[src/rtl/id_inst_queue.sv]
// rtl/id_inst_queue.sv - ID-side fetch packet FIFO with bubble drop and kill flush; optional ID_Q_BYPASS_EN
module id_inst_queue #(
    parameter int DEPTH = 4,
    parameter int PTR_W = $clog2(DEPTH)
) (
    input  logic             clk,
    input  logic             reset,
    input  logic             kill,
    input  logic             in_valid,
    input  logic [64:0]      in_pkt,
    output logic             in_ready,
    output logic             out_valid,
    input  logic             out_ready,
    output logic             out_bp,
    output logic [31:0]      out_pc,
    output logic [31:0]      out_inst,
    output logic [PTR_W:0]   count
);

    logic [64:0]    mem [DEPTH];
    logic [PTR_W:0] wr_ptr;
    logic [PTR_W:0] rd_ptr;
    logic           empty;
    logic           full;
    logic           push_ok;
    logic           write;
    logic           pop;
    logic [64:0]    head;

    // Extra pointer MSB distinguishes full from empty when the low bits match.
    assign empty    = (wr_ptr == rd_ptr);
    assign full     = (wr_ptr[PTR_W] != rd_ptr[PTR_W]) &&
                      (wr_ptr[PTR_W-1:0] == rd_ptr[PTR_W-1:0]);
    assign in_ready = ~full;
    assign count    = wr_ptr - rd_ptr;

    // IF bubbles (inst==0) never qualify as a push.
    assign push_ok  = in_valid & in_ready & ~kill & (in_pkt[31:0] != 32'd0);
    assign pop      = ~empty & out_ready & ~kill;

`ifdef ID_Q_BYPASS_EN
    logic bypass;
    // A packet arriving at an empty queue is shown immediately; it is stored only if not taken.
    assign bypass = empty & push_ok;
    assign write  = push_ok & ~(bypass & out_ready);
`else
    assign write  = push_ok;
`endif

    // Head selection: stored head when occupied, zero when empty; kill hides validity.
    always_comb begin
        out_valid = 1'b0;
        head      = '0;
        if (!empty) begin
            head      = mem[rd_ptr[PTR_W-1:0]];
            out_valid = ~kill;
        end
`ifdef ID_Q_BYPASS_EN
        else if (bypass) begin
            head      = in_pkt;
            out_valid = 1'b1;
        end
`endif
    end

    assign out_bp   = head[64];
    assign out_pc   = head[63:32];
    assign out_inst = head[31:0];

    // Pointer update; reset beats kill, kill beats push/pop.
    always_ff @(posedge clk) begin
        if (!reset) begin
            wr_ptr <= '0;
            rd_ptr <= '0;
        end else if (kill) begin
            wr_ptr <= '0;
            rd_ptr <= '0;
        end else begin
            if (write) wr_ptr <= wr_ptr + 1'b1;
            if (pop)   rd_ptr <= rd_ptr + 1'b1;
        end
    end

    // Storage write; contents need no reset since pointers define validity.
    always_ff @(posedge clk) begin
        if (reset && !kill && write) mem[wr_ptr[PTR_W-1:0]] <= in_pkt;
    end

endmodule

[config.mk]
export PLATFORM = sky130hd
export DESIGN_NAME = id_inst_queue
export DESIGN_NICKNAME = d
export VERILOG_FILES = /design/src/rtl/id_inst_queue.sv
export SDC_FILE = /design/constraint.sdc
export NUM_CORES = 1
export LEC_CHECK = 0
export CORE_MARGIN = 1.5
export CORE_UTILIZATION = 36
export CTS_CLUSTER_DIAMETER = 120
export DETAILED_ROUTE_END_ITERATION = 8
export PLACE_DENSITY_LB_ADDON = 0.1
export SYNTH_ARGS = -nofsm -noshare
export SYNTH_HDL_FRONTEND = slang
export SYNTH_SLANG_ARGS = --single-unit
[constraint.sdc]
create_clock -name clk -period 6.6 [get_ports clk]
set_input_delay 1.32 -clock clk [delete_from_list [all_inputs] [get_ports clk]]
set_output_delay 1.32 -clock clk [all_outputs]
set_load 0.01 [all_outputs]
Word-level counts from Yosys, hierarchy flattened
Memories as Yosys holds them, arrays and structs flattened. A register that Yosys moved wholly into a read port is not among the register bits.
Cells that the tools add are included.
{"block": "totals", "ff_bits": 6, "ram_bits": 260, "in_bits": 70, "out_inout_bits": 70, "elab_cells": 30, "mem_count": 1}
{"memory": "mem", "depth": 4, "width": 65, "rd": 1, "rd_clocked_by_memory_dff": 1, "wr": 1, "line": "20", "text": "logic [64:0] mem [DEPTH];"}
{"block": "op_classes", "add_sub_neg": 3, "n_eq_ne": 3, "muxes": 6, "bitwise_logic": 9, "n_reduce_logical": 6}
{"op": "$mux W65", "count": 1}
{"op": "$reduce_bool A32 Y1", "count": 1}
{"op": "$add A3 B1 Y3 const B", "count": 2}
{"op": "$and A1 B1 Y1", "count": 5}
{"op": "$mux W2", "count": 2}
{"op": "$not A1 Y1", "count": 4}
{"op": "$eq A3 B3 Y1", "count": 1}
{"op": "$logic_and A1 B1 Y1", "count": 3}
{"op": "$mux W1", "count": 3}
{"op": "$sub A3 B3 Y3", "count": 1}
{"op": "$eq A2 B2 Y1", "count": 1}
{"op": "$reduce_or A2 Y1", "count": 1}
{"op": "$logic_not A1 Y1", "count": 1}
{"op": "$ne A1 B1 Y1", "count": 1}

Logic depth before layout (Yosys ltp)
{"block": "logic_depth", "ltp_word": 9, "ltp_mapped": 7, "ltp_nobuf": 6}

Worst setup path after synthesis
Ideal clock, no wire load.
{"block": "synth_timing", "kind": "input-to-reg", "startpoint": "input port in_pkt[11]", "endpoint": "memory mem[3][0] (enable)", "setup_ns": 0.430, "arrival_ns": 3.699, "t_required_ns": 6.170, "setup_slack_ns": 2.471, "path_stages": 4, "n_path_buf": 0, "path_cell_list": "nor4_1 > and4_1 > a2111oi_4 > and3_1"}
{"block": "synth_between", "elab_chain_cells": 5}
{"item": "start: declaration", "line": "10", "text": "input logic [64:0] in_pkt,"}
{"item": "$reduce_bool A32 Y1", "line": "38", "text": "assign push_ok = in_valid & in_ready & ~kill & (in_pkt[31:0] != 32'd0);"}
{"item": "$and A1 B1 Y1", "line": "38"}
{"item": "$logic_and A1 B1 Y1", "line": "86", "text": "if (reset && !kill && write) mem[wr_ptr[PTR_W-1:0]] <= in_pkt;"}
{"item": "$mux W1", "line": "86"}
{"item": "$mux W1 (not written as such)", "line": "86"}
{"item": "end: declaration", "line": "20"}
No other way between the ends.

Final worst setup path
{"block": "layout_timing", "startpoint": "register wr_ptr[0]", "endpoint": "output port out_inst[15]"}
{"block": "layout_between", "elab_chain_cells": 2}
{"item": "start: declaration", "line": "21", "text": "logic [PTR_W:0] wr_ptr;"}
{"item": "start signal: assignment", "line": "79", "text": "if (write) wr_ptr <= wr_ptr + 1'b1;"}
{"item": "$eq A3 B3 Y1", "line": "31", "text": "assign empty = (wr_ptr == rd_ptr);"}
{"item": "$mux W65", "line": "54", "text": "if (!empty) begin"}
{"item": "end: declaration", "line": "16", "text": "output logic [31:0] out_inst,"}
No other way between the ends.

==> metrics.txt <==
post-CTS resize count 0; TritonRoute pass-1 iters 4; # rows 62; library cells used by synthesis 25; final setup fails 0; reg2reg start wr_ptr[0]$_SDFFE_PP0P_; top cells by area, synth edfxtp_1 (75%), mux4_2 (14%), nor2b_1 (4.0%); dpl ws 2270 ps; CTS tree built; number of setup buffers added after CTS 0; slowest CP cell nor2_4; first-pass GRT wire length 32900 um; gr usage total 14.4%; sw frac 19.3%; Inserted Diodes 0; CP peak stage delay 590 ps; WL/cell 20.7 um; cts bufs inserted 28; RSZ-0062 raised after global routing false; final hold vios 0; synthesized net count 556; Slew @ Worst Pin 1090 ps; Core Footprint 28500 um^2; Nets 706; top cells by count, synth edfxtp_1 (260), nor2b_1 (66), mux4_2 (65); Clock power frac 44.4%; post-route DRC violation count 0; fmax 0.207 GHz; initial antenna violation count 0; crit-path cells inv_1 > ha_1 > nand2_1 > nor2_4 > buf_4 > nor2b_1 > clkdlybuf4s50_1; Worst-Skew Late Latency 540 ps; hold-fix buffers at CTS 0; internal power 2950 uW; Syn-to-layout area delta 26.8%; Net Sw Power 706 uW; crit path time final 4820 ps; clk root buf clkbuf_16; # IOs 140; final worst-path cycle share 73.0%; Post-synth EDFFs 260; pin count of the biggest net entering global routing 66; Post-Syn Area per Cell 21.7 um^2; Clock Skews 12.6 ps; remaining global-route overflow 0; Num Clock Sinks 268; Post-DP HPWL 12000 um; final slew viol count 0; HP Class flop to flop; area share of the leading cell type in the synthesized netlist 75.2%; I/O Buffers 139; asr flop ratio synth 0%; ys flop type edfxtp_1; Final WS setup 1780 ps; Critical Path AT 3500 ps; sequential share of power 51.6%; worst vdd ir 211 uV; dominant cell type by area after synthesis edfxtp_1; Slew headroom 27.3%; Setup crit end kind primary output; vias per cell 4.85; Clock transition at path regs 60 ps; LEAKAGE 0.00406 uW; top-count cell post-synth edfxtp_1; total power after layout 3650 uW; critical path class flop to primary output; setup tns final 0 ps; CTS H-tree depth 1; number of global-route vias before repair 5683; Critical path origin wr_ptr[0]$_SDFFE_PP0P_; via count 5014; overall die width 173 um; clock buffer depth 3; die footprint 29900 um^2; WP data required 5280 ps; register area share after synthesis 76.7%; Initial Util 36.4%; synthesized flop and latch total 268; GPL Wtd Cong 0.719; Setup crit start kind flop; DRT Wirelength 21400 um; Post-Syn Instances 478; Hold Crit Start wr_ptr[2]$_SDFFE_PP0P_; Cell Area, Synth 10400 um^2; max-cap viol count 0; share of cells above drive strength 1 19.2%; Final ANT Viol Nets 0; pwr/cell area 277 nW/um^2; Yosys warnings 0; DR iter-0 viols 341; Gate power share 3.9%; status complete, no violations; Die Y 173 um; Crit Path Max Fanout 43
[sequential cells by signal, indices dropped and copies added, names as in the netlist, named ones only]
name	flops
rd_ptr	3
wr_ptr	3
mem	260
[kinds of logic (layout without fill, tap and decap cells)]
kind of cell               after synthesis  count (layout)  synth area share [%]
AOI/OAI and AO/OA                        4               4                 0.494
and+or+nand+nor                         96              96                  5.58
buffers and inverters                   29             201                  1.37
muxes                                   69              69                  14.5
DFF                                    268             268                  76.7
adders and majority gates                8               8                  1.04
xor gates and xnor gates                 4               4                 0.337
[routing by layer]
layer / track usage (%) / share of wire (%) / wire [um] / up-vias
li1: - / - / - / 2236
met1: 19.1 / 45 / 9530 / 2598
met2: 24.5 / 49 / 10400 / 139
met3: 2.62 / 4.2 / 903 / 41
met4: 4.06 / 2.5 / 538 / 0
met5: 0 / 0 / 0 / -
[worst max-delay path: cells and delay by family (launching register included)]
kind / cells / cell delay [ps]
buffers and inverters: 3 / 1240
adders and majority gates: 1 / 330
DFF: 1 / 410
and+or+nand+nor: 3 / 950
[stage by stage]
step | instances | utilization [%] | cell area, um^2 | hold WS, ps
after floorplan | 478 | - | 10400 | 454
after detailed placement | 982 | 42.7 | 12200 | 495
after CTS | 1034 | 46.1 | 13200 | 503
after global placement | 982 | 42.7 | 12200 | 487
final | 1034 | 46.1 | 13200 | 504
after global routing | 1034 | 46.1 | 13200 | 522
[cell usage in the layout, fill, tap and decap left out, drive strengths merged, types with 2 or more instances in the layout]
| cell | n |
|---|---|
| inv | 8 |
| clkinvlp | 2 |
| clkinv | 12 |
| nor4 | 8 |
| mux2i | 4 |
| dfxtp | 8 |
| nor2 | 6 |
| buf | 2 |
| and3 | 4 |
| nor2b | 67 |
| clkbuf | 34 |
| nand2 | 7 |
| edfxtp | 260 |
| bufinv | 4 |
| xor2 | 4 |
| mux4 | 65 |
| ha | 7 |
| clkdlybuf4s50 | 139 |
| and4 | 2 |
[final cells by class]
class,count,area (um^2)
well taps,384,480
clock inverters,18,204
flip-flops and latches,268,7980
inverters,8,30.0
clock buffers,34,773
fillers,2480,15400
multi-input cells,181,2300
repair buffers,141,1410
[worst paths after layout]
| path | slack (ps) | to | depth (start not counted) |
|---|---|---|---|
| max | 1780 | out_inst[15] | 7 |
| min reg2reg | 500 | wr_ptr[2]$_SDFFE_PP0P_ | 2 |
| min | 500 | wr_ptr[2]$_SDFFE_PP0P_ | 2 |
| max reg2reg | 3420 | mem[3][38]$_DFFE_PP_ | 6 |
[power groups by stage]
stage | Clock (uW) | Combinational, uW | Sequential [uW]
final | 1620 | 143 | 1890
after floorplan | 0 | 46.2 | 1920
after global placement | 0 | 142 | 1920
after CTS | 1660 | 146 | 1890
after global routing | 1720 | 154 | 1890
after detailed placement | 0 | 145 | 1920
Power figures use the tool's default switching activity.
